===== src/rtl/fault_stim_gen.sv =====
// Stimulus generator for a fault detector: a baseline window, an idle gap and a test
// window of per-channel samples, with an optional offset on one channel and LFSR noise.
module fault_stim_gen #(
  parameter int unsigned GAP_CYCLES = 2
) (
  input  logic       clk,
  input  logic       reset_n,
  input  logic       start,
  input  logic       abort,
  input  logic [7:0] base,
  input  logic [1:0] fault_ch,
  input  logic [7:0] fault_mag,
  input  logic       noise_en,
  output logic [7:0] r0,
  output logic [1:0] check,
  output logic       valid,
  output logic       window,
  output logic       busy,
  output logic       done
);

  localparam int unsigned IDX_W  = 4;
  localparam int unsigned DATA_W = 8;
  localparam int unsigned SUM_W  = 10;
  localparam int unsigned CH_W   = 2;

  localparam logic [IDX_W-1:0]  IDX_LAST  = '1;
  localparam logic [IDX_W-1:0]  GAP_LAST  = IDX_W'(GAP_CYCLES - 1);
  localparam logic [DATA_W-1:0] LFSR_SEED = 8'hA5;
  // Feedback taps for x^8+x^6+x^5+x^4+1 (bits 7,5,4,3).
  localparam logic [DATA_W-1:0] LFSR_TAPS = 8'hB8;

  typedef enum logic [2:0] {
    S_IDLE,
    S_BASE,
    S_GAP,
    S_TEST,
    S_DONE
  } state_t;

  state_t             state_q, state_d;
  logic [IDX_W-1:0]   idx_q, idx_d;
  logic [DATA_W-1:0]  base_q, base_d;
  logic [CH_W-1:0]    ch_q, ch_d;
  logic [DATA_W-1:0]  mag_q, mag_d;
  logic               noise_q, noise_d;
  logic [DATA_W-1:0]  lfsr_q, lfsr_d;

  logic [DATA_W-1:0]  r0_d;
  logic [CH_W-1:0]    check_d;
  logic               valid_d;
  logic               window_d;
  logic               busy_d;
  logic               done_d;
  logic [CH_W-1:0]    noise_val;
  logic [SUM_W-1:0]   sum;

  // Outputs are registered from the next-state view so they line up with the state they describe.
  always_ff @(posedge clk or negedge reset_n) begin
    if (!reset_n) begin
      state_q <= S_IDLE;
      idx_q   <= '0;
      base_q  <= '0;
      ch_q    <= '0;
      mag_q   <= '0;
      noise_q <= 1'b0;
      lfsr_q  <= LFSR_SEED;
      r0      <= '0;
      check   <= '0;
      valid   <= 1'b0;
      window  <= 1'b0;
      busy    <= 1'b0;
      done    <= 1'b0;
    end else begin
      state_q <= state_d;
      idx_q   <= idx_d;
      base_q  <= base_d;
      ch_q    <= ch_d;
      mag_q   <= mag_d;
      noise_q <= noise_d;
      lfsr_q  <= lfsr_d;
      r0      <= r0_d;
      check   <= check_d;
      valid   <= valid_d;
      window  <= window_d;
      busy    <= busy_d;
      done    <= done_d;
    end
  end

  always_comb begin
    state_d   = state_q;
    idx_d     = idx_q;
    base_d    = base_q;
    ch_d      = ch_q;
    mag_d     = mag_q;
    noise_d   = noise_q;
    lfsr_d    = lfsr_q;
    r0_d      = '0;
    check_d   = '0;
    valid_d   = 1'b0;
    window_d  = window;
    busy_d    = 1'b0;
    done_d    = 1'b0;
    noise_val = '0;
    sum       = '0;

    case (state_q)
      S_IDLE: begin
        if (start && !abort) begin
          state_d = S_BASE;
          idx_d   = '0;
          base_d  = base;
          ch_d    = fault_ch;
          mag_d   = fault_mag;
          noise_d = noise_en;
        end
      end
      S_BASE: begin
        if (idx_q == IDX_LAST) begin
          idx_d   = '0;
          state_d = (GAP_CYCLES == 0) ? S_TEST : S_GAP;
        end else begin
          idx_d = idx_q + IDX_W'(1);
        end
      end
      S_GAP: begin
        if (idx_q == GAP_LAST) begin
          idx_d   = '0;
          state_d = S_TEST;
        end else begin
          idx_d = idx_q + IDX_W'(1);
        end
      end
      S_TEST: begin
        if (idx_q == IDX_LAST) begin
          idx_d   = '0;
          state_d = S_DONE;
        end else begin
          idx_d = idx_q + IDX_W'(1);
        end
      end
      S_DONE: begin
        state_d = S_IDLE;
        idx_d   = '0;
      end
      default: begin
        state_d = S_IDLE;
        idx_d   = '0;
      end
    endcase

    if (abort && (state_q != S_IDLE)) begin
      state_d = S_IDLE;
      idx_d   = '0;
    end

    valid_d = (state_d == S_BASE) || (state_d == S_TEST);
    busy_d  = (state_d != S_IDLE);
    done_d  = (state_d == S_DONE);

    // Sample path: 10-bit sum saturated to 8 bits; LFSR steps once per emitted sample.
    if (valid_d) begin
      noise_val = noise_d ? lfsr_q[CH_W-1:0] : '0;
      sum       = SUM_W'(base_d) + SUM_W'(noise_val);
      if ((state_d == S_TEST) && (idx_d[CH_W-1:0] == ch_d)) begin
        sum = sum + SUM_W'(mag_d);
      end
      r0_d     = (|sum[SUM_W-1:DATA_W]) ? '1 : sum[DATA_W-1:0];
      check_d  = idx_d[CH_W-1:0];
      window_d = (state_d == S_TEST);
      lfsr_d   = {lfsr_q[DATA_W-2:0], ^(lfsr_q & LFSR_TAPS)};
    end else if (state_d == S_IDLE) begin
      window_d = 1'b0;
    end
  end

endmodule

===== config.mk =====
export PLATFORM = sky130hd
export DESIGN_NAME = fault_stim_gen
export DESIGN_NICKNAME = d
export VERILOG_FILES = /design/src/rtl/fault_stim_gen.sv
export SDC_FILE = /design/constraint.sdc
export NUM_CORES = 1
export LEC_CHECK = 0
export CELL_PAD_IN_SITES_DETAIL_PLACEMENT = 1
export CELL_PAD_IN_SITES_GLOBAL_PLACEMENT = 1
export CORE_AREA = 8 8 98 100
export CTS_CLUSTER_DIAMETER = 40
export DETAILED_ROUTE_END_ITERATION = 12
export DIE_AREA = 0 0 106 108
export PLACE_DENSITY_LB_ADDON = 0.1
export SLEW_MARGIN = 10
export SYNTH_ARGS = -nofsm -noshare
export SYNTH_HDL_FRONTEND = slang
export SYNTH_SLANG_ARGS = --single-unit

===== constraint.sdc =====
create_clock -name clk -period 4.09 [get_ports clk]
set_clock_uncertainty 0.15 [all_clocks]
set_input_delay 0.6135 -clock clk [delete_from_list [all_inputs] [get_ports clk]]
set_output_delay 0.6135 -clock clk [all_outputs]
set_load 0.05 [all_outputs]

After elaboration in Yosys (flattened, before gate mapping)
Cells that the tools add are included.
{"block": "classes", "addsub": 3, "n_eq_ne": 10, "muxes": 27, "reduce_logical": 13}
{"cell": "$mux W8", "n": 6}
{"cell": "$mux W10", "n": 2}
{"cell": "$mux W4", "n": 4}
{"cell": "$mux W3", "n": 5}
{"cell": "$pmux W3 S4", "n": 1}
{"cell": "$pmux W4 S3", "n": 1}
{"cell": "$add A9 B8 Y10", "n": 1}
{"cell": "$add A8 B2 Y9", "n": 1}
{"cell": "$eq A3 B2 Y1 const B", "n": 3}
{"cell": "$mux W2", "n": 4}
{"cell": "$reduce_xor A8 Y1", "n": 1}
{"cell": "$eq A3 B1 Y1 const B", "n": 2}
{"cell": "$logic_not A3 Y1", "n": 2}
{"cell": "$reduce_bool A3 Y1", "n": 2}
{"cell": "$add A4 B1 Y4 const B", "n": 1}
{"cell": "$eq A4 B1 Y1 const B", "n": 1}
{"cell": "$eq A4 B4 Y1 const B", "n": 1}
{"cell": "$mux W1", "n": 4}
{"cell": "$reduce_or A2 Y1", "n": 2}
{"cell": "$eq A3 B3 Y1 const B", "n": 1}
{"cell": "$logic_and A1 B1 Y1", "n": 3}
{"cell": "$ne A3 B3 Y1 const B", "n": 1}
{"cell": "$eq A2 B2 Y1", "n": 1}
{"cell": "$reduce_bool A2 Y1", "n": 1}
{"cell": "2 further kinds", "n": 2}
{"block": "totals", "regBits": 48, "in_bits": 23, "output_inout_bits": 14, "wordCells": 67}

Logic depth before layout (Yosys ltp)
Gate-level depths: netlist of the first run.
{"block": "logic_depth", "ltp_word": 12, "depth_mapped": 20}

Worst setup path before layout of the first run
Ideal clock, no wire load.
{"block": "synth_timing", "path_type": "flip-flop to flip-flop", "start": "reg state_q[2]", "end": "reg r0[0]", "setup_time_ps": 129, "arrival_time_ps": 3931, "t_required_ps": 3811, "slack_ps": -120, "path_stages_with_launch": 19, "n_path_buf": 2, "synth_period_minus_slack_ps": 4210, "path_cell_list": "dfrtp_1 buf_4 or3_1 buf_4 nor2_4 mux2_2 ha_1 fa_1 nand3_1 a21oi_1 o22ai_1 xor2_1 ha_1 or2_2 and2_2 a21oi_1 nand4_1 nand4_2 o21ai_1"}
{"block": "synth_via", "word_cells_on_any_way": 32, "cone_classes": "add/sub (2); eq/ne (6); mux (17); reduce/logical (7)"}
{"item": "from (decl)", "line": "41", "source": "state_t state_q, state_d;"}
{"item": "from (signal assigned)", "line": "75", "source": "state_q <= state_d;"}
{"item": "$logic_not A3 Y1 (*)", "line": "108", "source": "case (state_q)"}
{"item": "$mux W8 (*)", "line": "108"}
{"item": "via base_d[0]", "line": "43", "source": "logic [DATA_W-1:0] base_q, base_d;"}
{"item": "$add A8 B2 Y9 (*)", "line": "165", "source": "sum = SUM_W'(base_d) + SUM_W'(noise_val);"}
{"item": "$add A9 B8 Y10", "line": "167", "source": "sum = sum + SUM_W'(mag_d);"}
{"item": "$mux W10 (*)", "line": "166", "source": "if ((state_d == S_TEST) && (idx_d[CH_W-1:0] == ch_d)) begin"}
{"item": "$mux W10 (*)", "line": "163", "source": "if (valid_d) begin"}
{"item": "$reduce_or A2 Y1", "line": "169", "source": "r0_d = (|sum[SUM_W-1:DATA_W]) ? '1 : sum[DATA_W-1:0];"}
{"item": "$mux W8 (*)", "line": "169"}
{"item": "$mux W8 (*)", "line": "163"}
{"item": "via r0_d[0]", "line": "49", "source": "logic [DATA_W-1:0] r0_d;"}
{"item": "to (signal assigned)", "line": "82", "source": "r0 <= r0_d;"}
{"item": "to (decl)", "line": "14", "source": "output logic [7:0] r0,"}
Mark *: on every way through the listed nets, which the timed path passes. The rest lies on a longest branch. The select of a mux whose other input is x is not followed.
A chain may end at the register's enable or synchronous reset.

Final worst setup path of the first run
{"block": "layout_timing", "start": "reg state_q[2]", "end": "reg r0[2]"}
{"block": "layout_via", "elab_chain_len": 11, "word_cells_on_any_way": 32, "cone_classes": "add/sub (2); eq/ne (6); mux (17); reduce/logical (7)"}
{"item": "parallel branches: the longest is 10 deep, another holds $add A9 B8 Y10"}
{"item": "$mux W8 (*)", "line": "163"}
{"item": "via r0_d[2]", "line": "49"}
Mark *: on every way through the listed nets, which the timed path passes. The select of a mux whose other input is x is not followed.

==> results of run 1 <==
[worst max path at each step]
stage | startpoint | end | slack [ns] | depth (start not counted)
6_report | state_q[2] | r0[2] | 0.15 | 17
5_1_grt | state_q[2] | r0[2] | -0.03 | 17
4_1_cts | abort | r0[5] | 0.002 | 17
3_5_place_dp | abort | r0[5] | -0.45 | 17
3_3_place_gp | abort | r0[1] | -0.32 | 17
2_1_floorplan | state_q[2] | r0[0] | 0.003 | 19
[metrics by stage]
| stage | area, um2 | total power [W] | hold slack [ns] | cells |
|---|---|---|---|---|
| after global placement | 3463 | 0.002732 | 0.2989 | 433 |
| after global routing | 3771 | 0.003570 | 0.3199 | 448 |
| after CTS | 3625 | 0.003174 | 0.2850 | 445 |
| after floorplan | 2761 | 0.002056 | 0.1679 | 263 |
| after detailed placement | 3463 | 0.002767 | 0.3026 | 433 |
| final | 3771 | 0.003278 | 0.2438 | 448 |
[state kept, by name, summed over array words and instances (netlist names)]
signal	count
done	1
lfsr_q	8
window	1
r0	8
check	2
mag_q	8
base_q	8
busy	1
noise_q	1
ch_q	2
state_q	3
idx_q	4
valid	1
[cells by family after synthesis]
group	share of synthesized area (%)
simple gates	18.50
buf+inv	3.371
compound gates	12.12
flops	43.92
fa+ha+maj	6.925
mux	10.11
xor+xnor	5.057
[final cells by class]
| class | instances | area (um2) |
|---|---|---|
| Multi-Input combinational cell | 196 | 1597 |
| Inverter | 13 | 48.80 |
| Tap cell | 105 | 131.4 |
| Sequential cell | 48 | 1206 |
| Fill cell | 922 | 4280 |
| Clock inverter | 3 | 47.55 |
| Clock buffer | 5 | 68.82 |
| Timing Repair Buffer | 78 | 671.9 |
[power by group through the flow]
stage	combinational [W]	sequential, W	clock, W
detailed placement	0.00200	0.000771	0
CTS	0.00204	0.000762	0.000375
finish	0.00216	0.000763	0.000352
global route	0.00240	0.000786	0.000388
global placement	0.00196	0.000768	0
floorplan	0.00111	0.000945	0
[routing by layer]
layer / up-vias / routed length [um] / track usage (%)
met5: - / 0 / 0
li1: 1084 / - / -
met4: 0 / 99 / 4.221
met3: 9 / 319 / 2.855
met2: 39 / 3673 / 23.06
met1: 1113 / 2916 / 14.71
[worst register-to-register path, stage by stage (launching register included)]
cell	delay (ns)
dfrtp_1	0.39
or3_4	0.40
nor2_4	0.14
mux2i_2	0.24
nor2b_1	0.07
ha_2	0.20
fa_2	0.38
nand3_2	0.09
nor3_2	0.06
o22ai_2	0.20
xor2_1	0.23
ha_1	0.28
or2_4	0.24
and2_4	0.16
a21oi_2	0.12
nand4_1	0.14
nand4_4	0.25
o21ai_1	0.10
[cell usage in the layout, fill, tap and decap left out, types with 3 or more instances in the layout]
cell             synthesis  layout
nand2_1                 29      29
nor3_2                   2       3
nand4_1                  3       3
o21ai_0                 11       9
dfrtp_1                 44      44
nand3_1                  8       6
dfstp_2                  4       4
or3_1                    4       3
mux2i_1                 12      11
xnor2_1                 10       8
o21ai_2                  0       7
nor3_1                   8       7
clkdlybuf4s50_1          0      33
inv_1                   13      13
ha_1                    12      10
mux2_2                  12      11
nor2_1                  14      13
clkbuf_8                 0       5
buf_4                    2      42
o21a_1                   3       3
o21ai_1                 10       5
xnor2_2                  1       3
a21oi_1                 10       8
[repair_timing]
action                                 CTS  global route
hold buffers                             0             0
setup endpoints to repair                8             8
resized for setup                        3            27
endpoints found under the hold margin    0             0
pin swaps                                2             8
cloned                                   0             0
buffers inserted                         4             3
==> flow_summary.ini, run 1 <==
[global_routing]
antenna_found_initial = 0
grt_pass1_vias = 2410
grt_pass1_wl_um = 11900
overflow = 0
grt_usage_pct = 12.79
grt_max_degree = 49

[floorplanning]
dieWidth_um = 106
initial_core_util_pct = 34.11
die_y_um = 108
core_um2 = 8051
dieArea_um2 = 11450
io_pins = 37
rows = 33

[power_and_ir_drop]
ir_drop_mv = 0.2926
power.switching_w = 0.001373
clkPwrFrac_pct = 10.7
p_sw_share_pct = 41.90
powerDensity_nw_per_um2 = 869.1
pwr-share-seq_pct = 23.3
power_frac_comb_pct = 66.0
p_leak_nw = 1.665
power.internal_w = 0.001904

[routing]
wl_um = 7008
vias_per_cell = 5.011
ant_nets = 0
drt_iter0_markers = 56
wire_per_inst_um = 15.64
dr.pass1.iters = 4
drc = 0
vias = 2245

[critical_path]
worstReg2RegStart = state_q[2]
rrSetupSlack_ns = 0.15
worstSetupEndpointType = register
worst_r2r_path_depth = 17
worstReg2RegEnd = r0[2]
critPathLaunchType = register
cp_max_fo = 8
cpPeakStageDelay_ns = 0.40
required_ns = 4.12
path_buf_inv = 0
path_cells = or3_4 -> nor2_4 -> mux2i_2 -> nor2b_1 -> ha_2 -> fa_2 -> nand3_2 -> nor3_2 -> o22ai_2 -> xor2_1 -> ha_1 -> or2_4 -> and2_4 -> a21oi_2 -> nand4_1 -> nand4_4 -> o21ai_1
cpMaxStageDelayCell = or3_4
crit_family = simple AND/OR/NAND/NOR gates
crit_type = register to register
crit_arrival_ns = 3.97

[clocking]
clock_path_buffers = 2
cts_tree = built
clock_latency_ns = 0.30
root_buffer = clkbuf_8
path_clk_slew_ns = 0.10
htreeDepth = 2
numCtsBuffers = 5
clock-sinks = 48

[timing]
finalSetupTns_ns = 0
setup_viol = 0
setup_slack_ns = 0.1489
final-max-slew-violation-count = 0
slew_headroom_pct = 58.73
rsz0062_at_grt = true
clock.fmax_mhz = 253.7
tightest_slew_ns = 0.6191
min_period_ns = 3.941
hold_viol = 0
fin_crit_sh_pct = 96.36

[yosys]
synth_seq_area_share_pct = 43.92
synth_edf_count = 0
synthMostInstantiatedCell = dfrtp_1
syn_nets = 300
synth_top_flop_cell = dfrtp_1
yosysWarnings = 0
synth-seq-cells = 48
synthTopCellsByCount = dfrtp_1, nand2_1, nor2_1
yosys.area.top_type = dfrtp_1
synth_cells = 263
syn_area_per_cell_um2 = 10.44
synth_top_area_share_pct = 40.09
yosys-top-cells-area = dfrtp_1, ha_1, mux2_2
netlist_area_um2 = 2746
async_flop_share_pct = 100.0
ys_types = 59

[finish]
antenna_cells = 0
nNetsFinal = 379
post-route-util_pct = 46.84
syn_to_final_growth_pct = 37.31
drive_gt1_share_pct = 33.82

[hold_path]
hp-class = input port to async pin

[place]
dp_slack_ns = -0.4520
place_congestion = 0.8502
hpwl_um = 5381
io_buffers = 36

[outcome]
run_status = complete, no violations

[job]
cap_violations = 0
No activity file was read; power rests on OpenSTA's default activity.
==> run 2: changes to the inputs <==
- CTS_CLUSTER_SIZE: not set -> 40
==> results of run 2 <==
Same layout as run 1: the final DEF is identical, and so are final timing and power.
